$ cat config.mk
export PLATFORM = sky130hd
export DESIGN_NAME = hazard_ctrl
export DESIGN_NICKNAME = d
export VERILOG_FILES = /design/src/rtl/hazard_pkg.sv /design/src/rtl/fwd_sel.sv /design/src/rtl/hazard_ctrl.sv
export SDC_FILE = /design/constraint.sdc
export NUM_CORES = 1
export LEC_CHECK = 0
export ABC_CLOCK_PERIOD_IN_PS = 2900
export BUFFER_PORTS_ARGS = -buffer_cell sky130_fd_sc_hd__buf_2
export CORE_ASPECT_RATIO = 0.7
export CORE_MARGIN = 3
export CORE_UTILIZATION = 37
export DETAILED_ROUTE_END_ITERATION = 16
export HOLD_SLACK_MARGIN = 0.06
export PLACE_DENSITY = 0.71
export SYNTH_ARGS = -nofsm -noshare
export SYNTH_HDL_FRONTEND = slang
export SYNTH_SLANG_ARGS = --single-unit
$ cat constraint.sdc
create_clock -name clk -period 2.9 [get_ports clk]
set_input_delay 0.145 -clock clk [delete_from_list [all_inputs] [get_ports clk]]
set_output_delay 0.145 -clock clk [all_outputs]
set_load 0.01 [all_outputs]
$ cat src/rtl/hazard_pkg.sv
// Shared types and constants for the vector-pipeline hazard unit.
package hazard_pkg;

  typedef enum logic [1:0] {
    FWD_RF = 2'b00,
    FWD_W  = 2'b01,
    FWD_M  = 2'b10
  } fwd_sel_e;

  typedef enum logic {
    IDLE,
    BUSY
  } hz_state_e;

  localparam int ZERO_REG = 0;

endpackage

$ cat src/rtl/fwd_sel.sv
// Forwarding select for one Execute source operand; Memory stage beats Writeback.
module fwd_sel
  import hazard_pkg::*;
#(
  parameter int REG_ADDR_W = 6
) (
  input  logic [REG_ADDR_W-1:0] rs,
  input  logic [REG_ADDR_W-1:0] rd_m,
  input  logic [REG_ADDR_W-1:0] rd_w,
  input  logic                  reg_write_m,
  input  logic                  reg_write_w,
  output fwd_sel_e              sel
);

  localparam logic [REG_ADDR_W-1:0] ZERO = REG_ADDR_W'(ZERO_REG);

  always_comb begin
    // NOTE: assign a default first so every path drives sel and no latch is inferred.
    sel = FWD_RF;
    if (reg_write_m && (rd_m != ZERO) && (rd_m == rs)) begin
      sel = FWD_M;
    end else if (reg_write_w && (rd_w != ZERO) && (rd_w == rs)) begin
      sel = FWD_W;
    end
  end

endmodule

$ cat src/rtl/hazard_ctrl.sv
// Hazard and pipeline control: forwarding, load-use stall, branch flush,
// multi-cycle vector freeze and saturating stall/flush counters.
module hazard_ctrl
  import hazard_pkg::*;
#(
  parameter int REG_ADDR_W = 6,
  parameter int N_SRC      = 2,
  parameter int VEC_LAT    = 4,
  parameter int CNT_W      = 16
) (
  input  logic                        clk,
  input  logic                        rst,
  input  logic [N_SRC*REG_ADDR_W-1:0] RS_D,
  input  logic [N_SRC*REG_ADDR_W-1:0] RS_E,
  input  logic [REG_ADDR_W-1:0]       RD_E,
  input  logic [REG_ADDR_W-1:0]       RD_M,
  input  logic [REG_ADDR_W-1:0]       RD_W,
  input  logic                        RegWriteE,
  input  logic                        RegWriteM,
  input  logic                        RegWriteW,
  input  logic                        ResultSrcE,
  input  logic                        PCSrcE,
  input  logic                        VecStartE,
  input  logic                        clr_counts,
  output logic [2*N_SRC-1:0]          Forward_E,
  output logic                        StallF,
  output logic                        StallD,
  output logic                        StallE,
  output logic                        FlushD,
  output logic                        FlushE,
  output logic                        FlushM,
  output logic                        vec_busy,
  output logic [CNT_W-1:0]            stall_count,
  output logic [CNT_W-1:0]            flush_count
);

  localparam int VCNT_W = (VEC_LAT > 2) ? $clog2(VEC_LAT) : 1;
  localparam logic [VCNT_W-1:0] VCNT_LOAD = VCNT_W'((VEC_LAT > 1) ? VEC_LAT - 2 : 0);
  localparam bit VEC_MULTI = (VEC_LAT > 1);
  localparam logic [REG_ADDR_W-1:0] ZERO = REG_ADDR_W'(ZERO_REG);

  hz_state_e         state, state_n;
  logic [VCNT_W-1:0] vcnt, vcnt_n;

  logic [2*N_SRC-1:0] fwd_raw;
  logic vec_stall, hazard_en, rs_match, load_use, lu_stall, branch;
  logic stall_fd, stall_e, flush_d, flush_e, flush_m;

  for (genvar i = 0; i < N_SRC; i++) begin : g_fwd
    fwd_sel_e sel;
    fwd_sel #(.REG_ADDR_W(REG_ADDR_W)) u_fwd_sel (
      .rs          (RS_E[i*REG_ADDR_W +: REG_ADDR_W]),
      .rd_m        (RD_M),
      .rd_w        (RD_W),
      .reg_write_m (RegWriteM),
      .reg_write_w (RegWriteW),
      .sel         (sel)
    );
    assign fwd_raw[2*i +: 2] = sel;
  end

  always_comb begin
    rs_match = 1'b0;
    for (int i = 0; i < N_SRC; i++) begin
      if (RS_D[i*REG_ADDR_W +: REG_ADDR_W] == RD_E) rs_match = 1'b1;
    end
    load_use = ResultSrcE && RegWriteE && (RD_E != ZERO) && rs_match;

    vec_stall = (state == IDLE) ? (VecStartE && VEC_MULTI) : (vcnt != '0);
    // Hazard logic only runs in IDLE outside a freeze; the release cycle is quiet too.
    hazard_en = (state == IDLE) && !vec_stall;
    branch    = hazard_en && PCSrcE;
    lu_stall  = hazard_en && load_use && !PCSrcE;

    stall_fd = vec_stall || lu_stall;
    stall_e  = vec_stall;
    flush_d  = branch;
    flush_e  = branch || lu_stall;
    flush_m  = vec_stall;

    state_n = state;
    vcnt_n  = vcnt;
    if (state == IDLE) begin
      if (vec_stall) begin
        state_n = BUSY;
        vcnt_n  = VCNT_LOAD;
      end
    end else if (vcnt != '0) begin
      vcnt_n = vcnt - VCNT_W'(1);
    end else begin
      state_n = IDLE;
    end
  end

  // NOTE: sequential state uses non-blocking assignments so all flops update together.
  always_ff @(posedge clk or negedge rst) begin
    if (!rst) begin
      state <= IDLE;
      vcnt  <= '0;
    end else begin
      state <= state_n;
      vcnt  <= vcnt_n;
    end
  end

  always_ff @(posedge clk or negedge rst) begin
    if (!rst) begin
      stall_count <= '0;
      flush_count <= '0;
    end else if (clr_counts) begin
      stall_count <= '0;
      flush_count <= '0;
    end else begin
      if (stall_fd && (stall_count != '1)) stall_count <= stall_count + CNT_W'(1);
      if (branch && (flush_count != '1))   flush_count <= flush_count + CNT_W'(1);
    end
  end

  // Outputs are held low for the whole reset window, even with live hazard inputs.
  assign Forward_E = rst ? fwd_raw : '0;
  assign StallF    = rst && stall_fd;
  assign StallD    = rst && stall_fd;
  assign StallE    = rst && stall_e;
  assign FlushD    = rst && flush_d;
  assign FlushE    = rst && flush_e;
  assign FlushM    = rst && flush_m;
  assign vec_busy  = rst && (state == BUSY);

endmodule

==> After elaboration in Yosys (flattened, before gate mapping) <==
Index checks and enable logic that the tools add are counted.
Widths: inputs -> output; s select.
{ "totals": {"word_cells": 67, "regBits": 35} }
{ "classes": {"n_eq_ne": 9, "n_reduce_logical": 32, "add_sub_neg": 3, "bitwise_logic": 1, "muxes": 18} }
{ "op_table": {"columns": ["cell", "n"], "rows": [
  ["$mux 16", 4],
  ["$eq 6x6->1", 6],
  ["$add 16x1->16 const B", 2],
  ["$ne 16x16->1 const B", 2],
  ["$logic_and 1x1->1", 20],
  ["$reduce_bool 6->1", 3],
  ["$mux 2", 5],
  ["$mux 1", 8],
  ["$reduce_bool 2->1", 4],
  ["$mux 4", 1],
  ["$logic_not 1->1", 2],
  ["$logic_or 1x1->1", 2],
  ["$ne 2x1->1 const B", 1],
  ["$reduce_and 2->1", 1],
  ["$sub 2x1->2 const B", 1],
  ["$not 1->1", 1]
]} }

==> Depth between registers and ports, before layout <==
Gate-level depths: netlist of run 1.
{ "depth": {"word_depth": 10, "ltp_mapped": 9, "mapped_depth_nobuf": 7} }

==> By module <==
From an unflattened synthesis of run 1, not the netlist that was laid out.
{ "hier_totals": {"hier_cells": 270, "hier_area_um2": 2369.8} }
{ "by_module_without_submodules": {"columns": ["mod", "area_each_um2", "n_inst", "cells_each"], "rows": [
  ["hazard_ctrl", 2037.0, 1, 224],
  ["fwd_sel", 166.4, 2, 23]
]} }

==> Least setup slack after synthesis of run 1 <==
OpenSTA, ideal clock, no wires.
{ "synth_path": {"kind": "register -> register", "from": "register state", "to": "register stall_count[6]", "path_slack_ps": 872, "period_less_slack_ps": 2028, "t_arrival_ps": 1903, "t_required_ps": 2775, "stages_incl_launch_ff": 7, "cell_sequence": "dfrtp_1 > or3_4 > or3_1 > o21a_4 > buf_6 > nor3_2 > mux2_4"} }
{ "synth_via": {"elab_chain_cells": 8, "word_cells_on_any_way": 9, "classes_between": "mux: 1; bitwise: 1; reduce/logical: 7"} }
{ "synth_lines": {"columns": ["item", "line_no", "text"], "rows": [
  ["start, declared", "hazard_ctrl.sv:42", "hz_state_e state, state_n;"],
  ["start signal, assigned", "hazard_ctrl.sv:101", "state <= state_n;"],
  ["$mux 1", "hazard_ctrl.sv:69", "vec_stall = (state == IDLE) ? (VecStartE && VEC_MULTI) : (vcnt != '0);"],
  ["$logic_not 1->1", "hazard_ctrl.sv:71", "hazard_en = (state == IDLE) && !vec_stall;"],
  ["$logic_and 1x1->1", "hazard_ctrl.sv:71", null],
  ["$logic_and 1x1->1 (2 in series)", "hazard_ctrl.sv:73", "lu_stall = hazard_en && load_use && !PCSrcE;"],
  ["$logic_or 1x1->1 (*)", "hazard_ctrl.sv:75", "stall_fd = vec_stall || lu_stall;"],
  ["$logic_and 1x1->1 (*)", "hazard_ctrl.sv:114", "if (stall_fd && (stall_count != '1)) stall_count <= stall_count + CNT_W'(1);"],
  ["$reduce_bool 2->1 (no source line) (*)", null, null],
  ["end signal, assigned", "hazard_ctrl.sv:114", null],
  ["end, declared", "hazard_ctrl.sv:33", "output logic [CNT_W-1:0] stall_count,"]
]} }
Mark *: on every way between the ends. The rest lies on a longest branch, timed or not.
A chain may end at the register's enable or synchronous reset.

==> Worst setup path after layout of run 1 <==
{ "layout_path": {"from": "register stall_count[0]", "to": "register stall_count[13]"} }
{ "layout_via": {"elab_chain_cells": 3, "word_cells_on_any_way": 6, "classes_between": "add/sub: 1; eq/ne: 1; mux: 2; reduce/logical: 2"} }
{ "layout_lines": {"columns": ["item", "line_no"], "rows": [
  ["$add 16x1->16 or $ne 16x16->1 (tied branches)", "hazard_ctrl.sv:114"],
  ["$mux 16 or $logic_and 1x1->1 (tied branches)", "hazard_ctrl.sv:114"],
  ["$mux 16 or $reduce_bool 2->1 (tied branches)", null]
]} }
Several ways; a longest one is shown, not always the timed one. The select of a mux whose other input is x is not followed.

==> run summary, run 1 <==
The flow ran to the end, and the final reports show no timing, DRC or antenna violations. In this run the deepest clock path goes through 2 buffers. Initial antenna violation count: 0. The headroom to the max-slew limit is 59.3%, and the number of flops mapped to enable cells by yosys is 0. Counting the fill cells in the layout gives 559.

The detailed-routed wire length on met2 is 2700 microns. The total count of max-transition violations in the final report is 0, and the layout net count is 414. The class of the most critical hold timing path was in2reg. The cell class contributing the biggest share of worst-path delay is simple AND/OR/NAND/NOR gates.

Timing would allow up to 457 MHz. The pin slew with the least headroom to its limit was 610 ps; the synthesized netlist net count was 319. After the first detailed-routing iteration, the DRC count stood at 120. The overall die height works out to 73.1 microns. The arrival time of the worst setup path came out at 2390 ps. At the placement stage, the worst setup path has a slack of 732 ps. Max-cap violations in this run came to 0.

The tools report the final antenna diode count as 0. In this run the horizontal extent of the chip is 102 microns. 94 I/O pins were placed. Setup violations remaining at the end of the flow were counted as 0.

The worst setup path is launched from a register. For the placeable core area, the log shows 5960 sq um. Routed via count divided by cell count: 5.23. The highest layer touched by signal routing is met4. The routed layout has 2282 vias.

The via count of the first global-routing pass was 2100. The setup TNS was 0 ps. The clock reaches the later pin of the worst-skew pair after 280 ps. The floorplan step defined a die boundary enclosing 7440 sq um. In this run, distinct cell masters in the synthesized netlist total 45.

The first global-routing pass estimated 9810 microns of wire. On the final layout, the worst clock skew is 7.98 ps. The global route total overflow was 0; the final count of hold timing violations was 0.

Final wirelength: 6270 microns. The quantity of I/O buffers inserted on ports is 93. For the required time at the endpoint of the critical path, the log shows 3100 ps. STA classifies the critical path endpoint as a register.

The total CTS buffers is 5, and the number of buffers and inverters on the critical path is 0. The library cell used most frequently in the layout, excluding fill and tap cells, is sky130_fd_sc_hd__buf_2. In this run the core area contains 23 standard-cell rows. The initial utilization of the core area, before any placement, comes to 39.9%. The residual antenna-violating net count after detailed routing was 0; the flip-flop and latch area was 876 sq um. The run gives 0 as the Yosys warning count. Among all flip-flop cells after synthesis, the most frequent one is sky130_fd_sc_hd__dfrtp_1. Cells with a size suffix above 1 make up 31.0% of the layout.

Counting flops with an async set or reset pin after synthesis yields a share of 100%. Entering global routing, the biggest net connects 34 pins. The clock tree synthesis step divided the H-tree into 2 levels.

TritonCTS built the clock tree. The CTS root buffer was sky130_fd_sc_hd__clkbuf_8. The DRC violation count after routing was 0; the time the worst path needs with I/O delays and setup was 2190 ps. The clock edge transition at the registers on the reported setup and hold paths was 80 ps; the worst setup margin was 713 ps.

The synthesis-stage register bit count is 35. Walking the worst path, the cells encountered are ha_1, nand4_1, nor4_1, or3_1, o21a_4, or4_1, a21oi_1. The maximum fanout along the worst path works out to 27. Dividing the final minimum period by the clock period gives 75.4%. Layout-stage area growth over the synthesis result: 27.9%. Setup repair after global routing left no endpoint under its margin. For this run, the total global-route usage over all layers was measured as 16.6%. The worst stage delay on the critical path is 480 ps. Counting every instance in the synthesized netlist gives 265. The critical path class was reg2reg.

The mapped netlist covers 2380 sq um. IR analysis of the VDD net gives a maximum drop of 0.293 mV. Ratio of total power to cell area: 494 nW/um^2.

Among all stages on the critical path, the largest delay is contributed by sky130_fd_sc_hd__or4_1. Each instance of the synthesized netlist takes up on average 8.98 sq um. The congestion estimate from routability-driven global placement came to 0.955. Summed over all cells, the static leakage comes to 1.40 nW.

The library cells used most frequently in the layout, excluding fill and tap cells, are sky130_fd_sc_hd__buf_2, sky130_fd_sc_hd__dfrtp_1, sky130_fd_sc_hd__nor2_1, sky130_fd_sc_hd__xor2_1, sky130_fd_sc_hd__xnor2_1. Summing all multi-input logic gate instances after layout gives 1410 sq um. After detailed routing, the wire length on met1 is 3110 microns. The run gives 36.8% as the sequential share of the synthesized area. Dividing the detail-routed wire length by the instance count gives 14.4 microns. For this run, the detailed router's first-pass iteration total came to 4. The met3 wire length came out at 436 microns.

Summed over all nets, the half-perimeter wirelength after detailed placement is 4840 microns. For this design, the sink count on the clock tree is 35.
## metrics by stage
stage / instance area, sq um / util (%) / instances / power [mW] / hold slack, ps
2_1_floorplan: 2380 / - / 265 / 0.863 / -151
3_3_place_gp: 2900 / 48.7 / 427 / 0.973 / 94.3
3_5_place_dp: 2900 / 48.7 / 427 / 0.988 / 107
4_1_cts: 3040 / 51.1 / 436 / 1.52 / 281
5_1_grt: 3040 / 51.1 / 436 / 1.59 / 349
6_report: 3040 / 51.1 / 436 / 1.50 / 294
## cell families (layout without fill, tap and decap cells)
kind of cell,count (synthesis),count (layout),share of synthesized area [%]
mux,4,4,1.89
buf+inv,17,113,3.79
fa+ha+maj,3,3,1.58
flops,35,35,36.8
xor+xnor,51,51,18.8
compound gates,37,37,10.7
simple gates,118,118,26.4
## flip-flops by register name (all words and copies together), names as in the netlist
signal       flops
state            1
flush_count     16
stall_count     16
vcnt             2
## worst paths after layout
kind	from	cells after the start	slack, ps	to
worst max-delay path	stall_count[0]$_DFFE_PN0P_	7	710	stall_count[13]$_DFFE_PN0P_
worst min-delay path	PCSrcE	5	290	flush_count[6]$_DFFE_PN0P_
worst max register to register	stall_count[0]$_DFFE_PN0P_	7	710	stall_count[13]$_DFFE_PN0P_
worst min register to register	vcnt[1]$_DFFE_PN0P_	1	530	vcnt[1]$_DFFE_PN0P_
max in group asynchronous	rst	3	1890	stall_count[1]$_DFFE_PN0P_
min in group asynchronous	rst	2	330	flush_count[11]$_DFFE_PN0P_
## metal layers
metal / vias to the layer above / global-route usage [%]
li1: 1129 / -
met4: 0 / 3.78
met5: - / 0
met1: 1062 / 23.6
met3: 4 / 4.58
met2: 87 / 25.4
## timing repair
item / CTS / global route
endpoints found under the hold margin: 13 / 0
resized for setup: 0 / 0
buffers inserted: 0 / 0
hold buffers: 1 / 0
## worst register-to-register path: stages, from the launching register on
cell	delay [ps]
sky130_fd_sc_hd__dfrtp_1	440
sky130_fd_sc_hd__ha_1	260
sky130_fd_sc_hd__nand4_1	90
sky130_fd_sc_hd__nor4_1	60
sky130_fd_sc_hd__or3_1	330
sky130_fd_sc_hd__o21a_4	300
sky130_fd_sc_hd__or4_1	490
sky130_fd_sc_hd__a21oi_1	150
## where the power goes
| part | switching [mW] | total (mW) | internal (mW) |
|---|---|---|---|
| Combinational | 0.250 | 0.427 | 0.177 |
| Clock | 0.175 | 0.519 | 0.344 |
| Sequential | 0.0327 | 0.556 | 0.523 |
## cell usage after synthesis (3+ instances only)
library cell	instances	area, sq um
sky130_fd_sc_hd__xnor2_1	21	184
sky130_fd_sc_hd__nor2b_1	3	18.8
sky130_fd_sc_hd__and2_1	3	18.8
sky130_fd_sc_hd__a21oi_1	15	75.1
sky130_fd_sc_hd__or3_1	9	56.3
sky130_fd_sc_hd__inv_1	8	30.0
sky130_fd_sc_hd__o31ai_1	5	37.5
sky130_fd_sc_hd__o21ai_1	8	40.0
sky130_fd_sc_hd__or4_1	7	52.6
sky130_fd_sc_hd__dfrtp_1	35	876
sky130_fd_sc_hd__nor2_1	31	116
sky130_fd_sc_hd__nand2_1	15	56.3
sky130_fd_sc_hd__nor3_1	9	45.0
sky130_fd_sc_hd__nor4_1	7	43.8
sky130_fd_sc_hd__ha_1	3	37.5
sky130_fd_sc_hd__and3_1	3	18.8
sky130_fd_sc_hd__nand3_1	12	60.1
sky130_fd_sc_hd__clkbuf_1	3	11.3
sky130_fd_sc_hd__mux2i_1	3	30.0
sky130_fd_sc_hd__xor2_1	30	263
sky130_fd_sc_hd__nand4_1	9	56.3
## final cells by class
| type | instances | area share, % |
|---|---|---|
| well taps | 75 | 3.08 |
| inverters | 8 | 0.987 |
| repair buffers | 97 | 16.4 |
| clock inverters | 2 | 1.97 |
| multi-input cells | 213 | 46.4 |
| flip-flops and latches | 35 | 28.8 |
| clock buffers | 6 | 2.38 |
Note: power is estimated with default switching activity, not from simulation.
==> run 2, diff against run 1 <==
--- a/config.mk
+++ b/config.mk
@@ -5,14 +5,14 @@
 export SDC_FILE = /design/constraint.sdc
 export NUM_CORES = 1
 export LEC_CHECK = 0
-export ABC_CLOCK_PERIOD_IN_PS = 2900
+export ABC_CLOCK_PERIOD_IN_PS = 1900
 export BUFFER_PORTS_ARGS = -buffer_cell sky130_fd_sc_hd__buf_2
 export CORE_ASPECT_RATIO = 0.7
 export CORE_MARGIN = 3
 export CORE_UTILIZATION = 37
 export DETAILED_ROUTE_END_ITERATION = 16
 export HOLD_SLACK_MARGIN = 0.06
-export PLACE_DENSITY = 0.71
+export PLACE_DENSITY = 0.73
 export SYNTH_ARGS = -nofsm -noshare
 export SYNTH_HDL_FRONTEND = slang
 export SYNTH_SLANG_ARGS = --single-unit
==> constraint.sdc (replaced) <==
create_clock -name clk -period 1.9 [get_ports clk]
set_input_delay 0.095 -clock clk [delete_from_list [all_inputs] [get_ports clk]]
set_output_delay 0.095 -clock clk [all_outputs]
set_load 0.01 [all_outputs]
==> run summary, run 2 (same netlist as run 1, synthesis figures left out) <==
The tools report the type of element launching the critical path as a register (unchanged). The run gives 11600 microns (was 9810 microns) as the global-route wire length before repair. For the final-layout worst hold slack, the log shows 192 ps (was 294 ps). The peak-usage layer in the global routing report is met2 (unchanged).

The initial core utilization was 39.9% (unchanged). The tools report the pin count of the biggest net entering global routing as 22 (was 34). The tools report the headroom to the max-slew limit as 67.8% (was 59.3%). TritonCTS built the clock tree. The tools report the met3 demand-to-capacity share in global routing as 4.01% (was 4.58%). The required time at the endpoint of the critical path came out at 2110 ps (was 3100 ps). The cell class contributing the biggest share of worst-path delay was simple AND/OR/NAND/NOR gates (unchanged). The run finished, with violations left. The run gives 508 (was 559) as the fill cell total of the finished layout. The total CTS buffers was 5 (unchanged); the worst-case setup slack after placement was -124 ps (was 732 ps). The via count of the first global-routing pass came out at 2458 (was 2100). Top library cells by usage in the layout, fill and taps aside: sky130_fd_sc_hd__buf_2, sky130_fd_sc_hd__buf_4, sky130_fd_sc_hd__dfrtp_1, sky130_fd_sc_hd__xor2_1, sky130_fd_sc_hd__nor2_1 (was sky130_fd_sc_hd__buf_2, sky130_fd_sc_hd__dfrtp_1, sky130_fd_sc_hd__nor2_1, sky130_fd_sc_hd__xor2_1, sky130_fd_sc_hd__xnor2_1). Initial antenna violation count: 0 (unchanged). The tools report the number of clock sinks seen by CTS as 35 (unchanged).

The final reports fail on setup timing. The worst clock skew is 8.30 ps (was 7.98 ps). The share of the clock period used by the worst path after layout is 105% (was 75.4%). The CTS root buffer is sky130_fd_sc_hd__clkbuf_8 (unchanged). The clock edge transition at the registers on the reported setup and hold paths is 80 ps (about the same). The overall die height came out at 73.1 microns (unchanged). The final wirelength came out at 7100 microns (was 6270 microns). Setup repair after global routing could not meet its margin everywhere. For the reported max-cap violation count, the log shows 0 (unchanged).

The arrival time of the worst setup path is 2200 ps (was 2390 ps), and the final estimated routing congestion in global placement is 0.815 (was 0.955). The class of the most critical hold timing path is in2async (was in2reg). The DRC violation count after routing was 0 (unchanged); the worst setup margin was -88.9 ps (was 713 ps).

The logs give 503 MHz (was 457 MHz) for the maximum frequency from static timing analysis and 3480 sq um (was 3040 sq um) for the final instance area. Critical path class: reg2reg (unchanged). The tools report the maximum resistive drop on vdd as 0.352 mV (was 0.293 mV). Standard cell with the maximum stage delay on the critical path: sky130_fd_sc_hd__or4_4 (was sky130_fd_sc_hd__or4_1). Cell area reported after detailed placement: 3210 sq um (was 2900 sq um). The logs give 4 (unchanged) for the number of search-and-repair iterations in the first detailed-routing pass and 9 (was 0) for the total setup violations reported at the end of the flow. Routed wirelength normalized by instance count: 14.8 microns (was 14.4 microns). Most frequent standard cell in the layout excluding fill and tap cells: sky130_fd_sc_hd__buf_2 (unchanged). The run gives 58.4% (was 51.1%) as the utilization after layout. The logs give 30.6% (was 25.4%) for the global routing met2 resource utilization and 5520 microns (was 4840 microns) for the sum of net half-perimeters after detailed placement. The run gives 98 (was 120) as the starting DRC count in detailed routing. The number of buffers and inverters on the critical path is 0 (unchanged), and the global route total overflow is 0 (unchanged). Global-route usage over all layers: 19.5% (was 16.6%). The tools report the row count as 23 (unchanged). For the met1 demand-to-capacity share in global routing, the log shows 28.0% (was 23.6%).

The tools report the static leakage as 1.62 nW (was 1.40 nW). The run gives 0 (unchanged) as the residual antenna-violating net count after detailed routing. The ratio of total power to cell area was 715 nW/um^2 (was 494 nW/um^2); the maximum fanout along the worst path was 6 (was 27). The run gives 94 (unchanged) as the boundary pin count. The layout net count is 458 (was 414), and the area of the die is 7440 sq um (unchanged).

Total number of vias: 2481 (was 2282). The routed via count divided by cell count came out at 5.17 (was 5.23). The share of post-route cells with drive strength above 1 is 44.0% (was 31.0%), and the total count of max-transition violations in the final report is 0 (unchanged). Library cell appearing most often on the critical path: sky130_fd_sc_hd__or3_4. The placeable core area is 5960 sq um (unchanged). The critical path endpoint category is a register (unchanged).

The pin slew with the least headroom to its limit was 476 ps (was 610 ps). The final antenna diode count came out at 0 (unchanged). The number of H-tree branching levels is 2 (unchanged), and the setup TNS is -407 ps (was 0 ps). Worst stage delay on the critical path: 420 ps (was 480 ps). The final count of hold timing violations came out at 0 (unchanged). Top flop regs: flush_count: 16 flops, stall_count: 16 flops, vcnt: 2 flops (unchanged).

The quantity of I/O buffers inserted on ports was 93 (unchanged); the layout-stage area growth over the synthesis result was 46.3% (was 27.9%). The width of the die is 102 microns (unchanged). Worst path cell trace: or3_4, or3_4, o21a_4, or4_4, a21oi_2 (was ha_1, nand4_1, nor4_1, or3_1, o21a_4, or4_1, a21oi_1).

The maximum buffer depth of the clock tree was 2 (unchanged). Clock latency at the later pin of the worst-skew pair: 290 ps (was 280 ps). Time the worst path needs with I/O delays and setup: 1990 ps (was 2190 ps).
-- run 2: what timing repair did --
action,CTS,global route
setup buffers,1,2
gates cloned,2,0
pin swaps,5,11
resized for setup,5,15
hold buffers,1,0
setup endpoints to repair,15,20
endpoints found under the hold margin,14,0
-- run 2: power by group --
group          switching (mW)  internal [mW]  leakage (nW)  total, mW
clock network           0.283          0.425        0.0612      0.707
logic                   0.479          0.469          1.09      0.948
registers              0.0325          0.801         0.475      0.834
total                   0.794           1.70          1.62       2.49
-- run 2: path summary, 6_finish.rpt --
kind,startpoint,end,slack (ps),depth (start not counted)
hold / removal,rst,stall_count[9]$_DFFE_PN0P_,190,2
setup reg to reg,state$_DFF_PN0_,stall_count[15]$_DFFE_PN0P_,-90,5
setup / recovery,state$_DFF_PN0_,stall_count[15]$_DFFE_PN0P_,-90,5
min in group clk,clr_counts,flush_count[8]$_DFFE_PN0P_,210,2
hold reg to reg,vcnt[1]$_DFFE_PN0P_,vcnt[1]$_DFFE_PN0P_,520,1
max in group asynchronous,rst,stall_count[1]$_DFFE_PN0P_,920,4
-- run 2: through the flow --
| step | power, mW | std cells |
|---|---|---|
| finish | 2.49 | 480 |
| global route | 2.64 | 480 |
| floorplan | 1.34 | 265 |
| detailed placement | 1.64 | 466 |
| global placement | 1.62 | 466 |
| CTS | 2.42 | 478 |
-- run 2: layout make-up --
cell class | count | area (sq um) | area share (%)
Multi-Input combinational cell | 215 | 1540 | 44.1
Sequential cell | 35 | 878 | 25.2
Timing Repair Buffer | 139 | 826 | 23.7
Tap cell | 75 | 93.8 | 2.70
Clock buffer | 6 | 82.6 | 2.37
Clock inverter | 2 | 35.0 | 1.01
Inverter | 8 | 30.0 | 0.863
-- run 2: routing by layer --
metal	share of wire, %	vias to the layer above
li1	-	1217
met1	46	1175
met2	48	82
met3	6.0	7
met4	0.63	0
met5	0	-
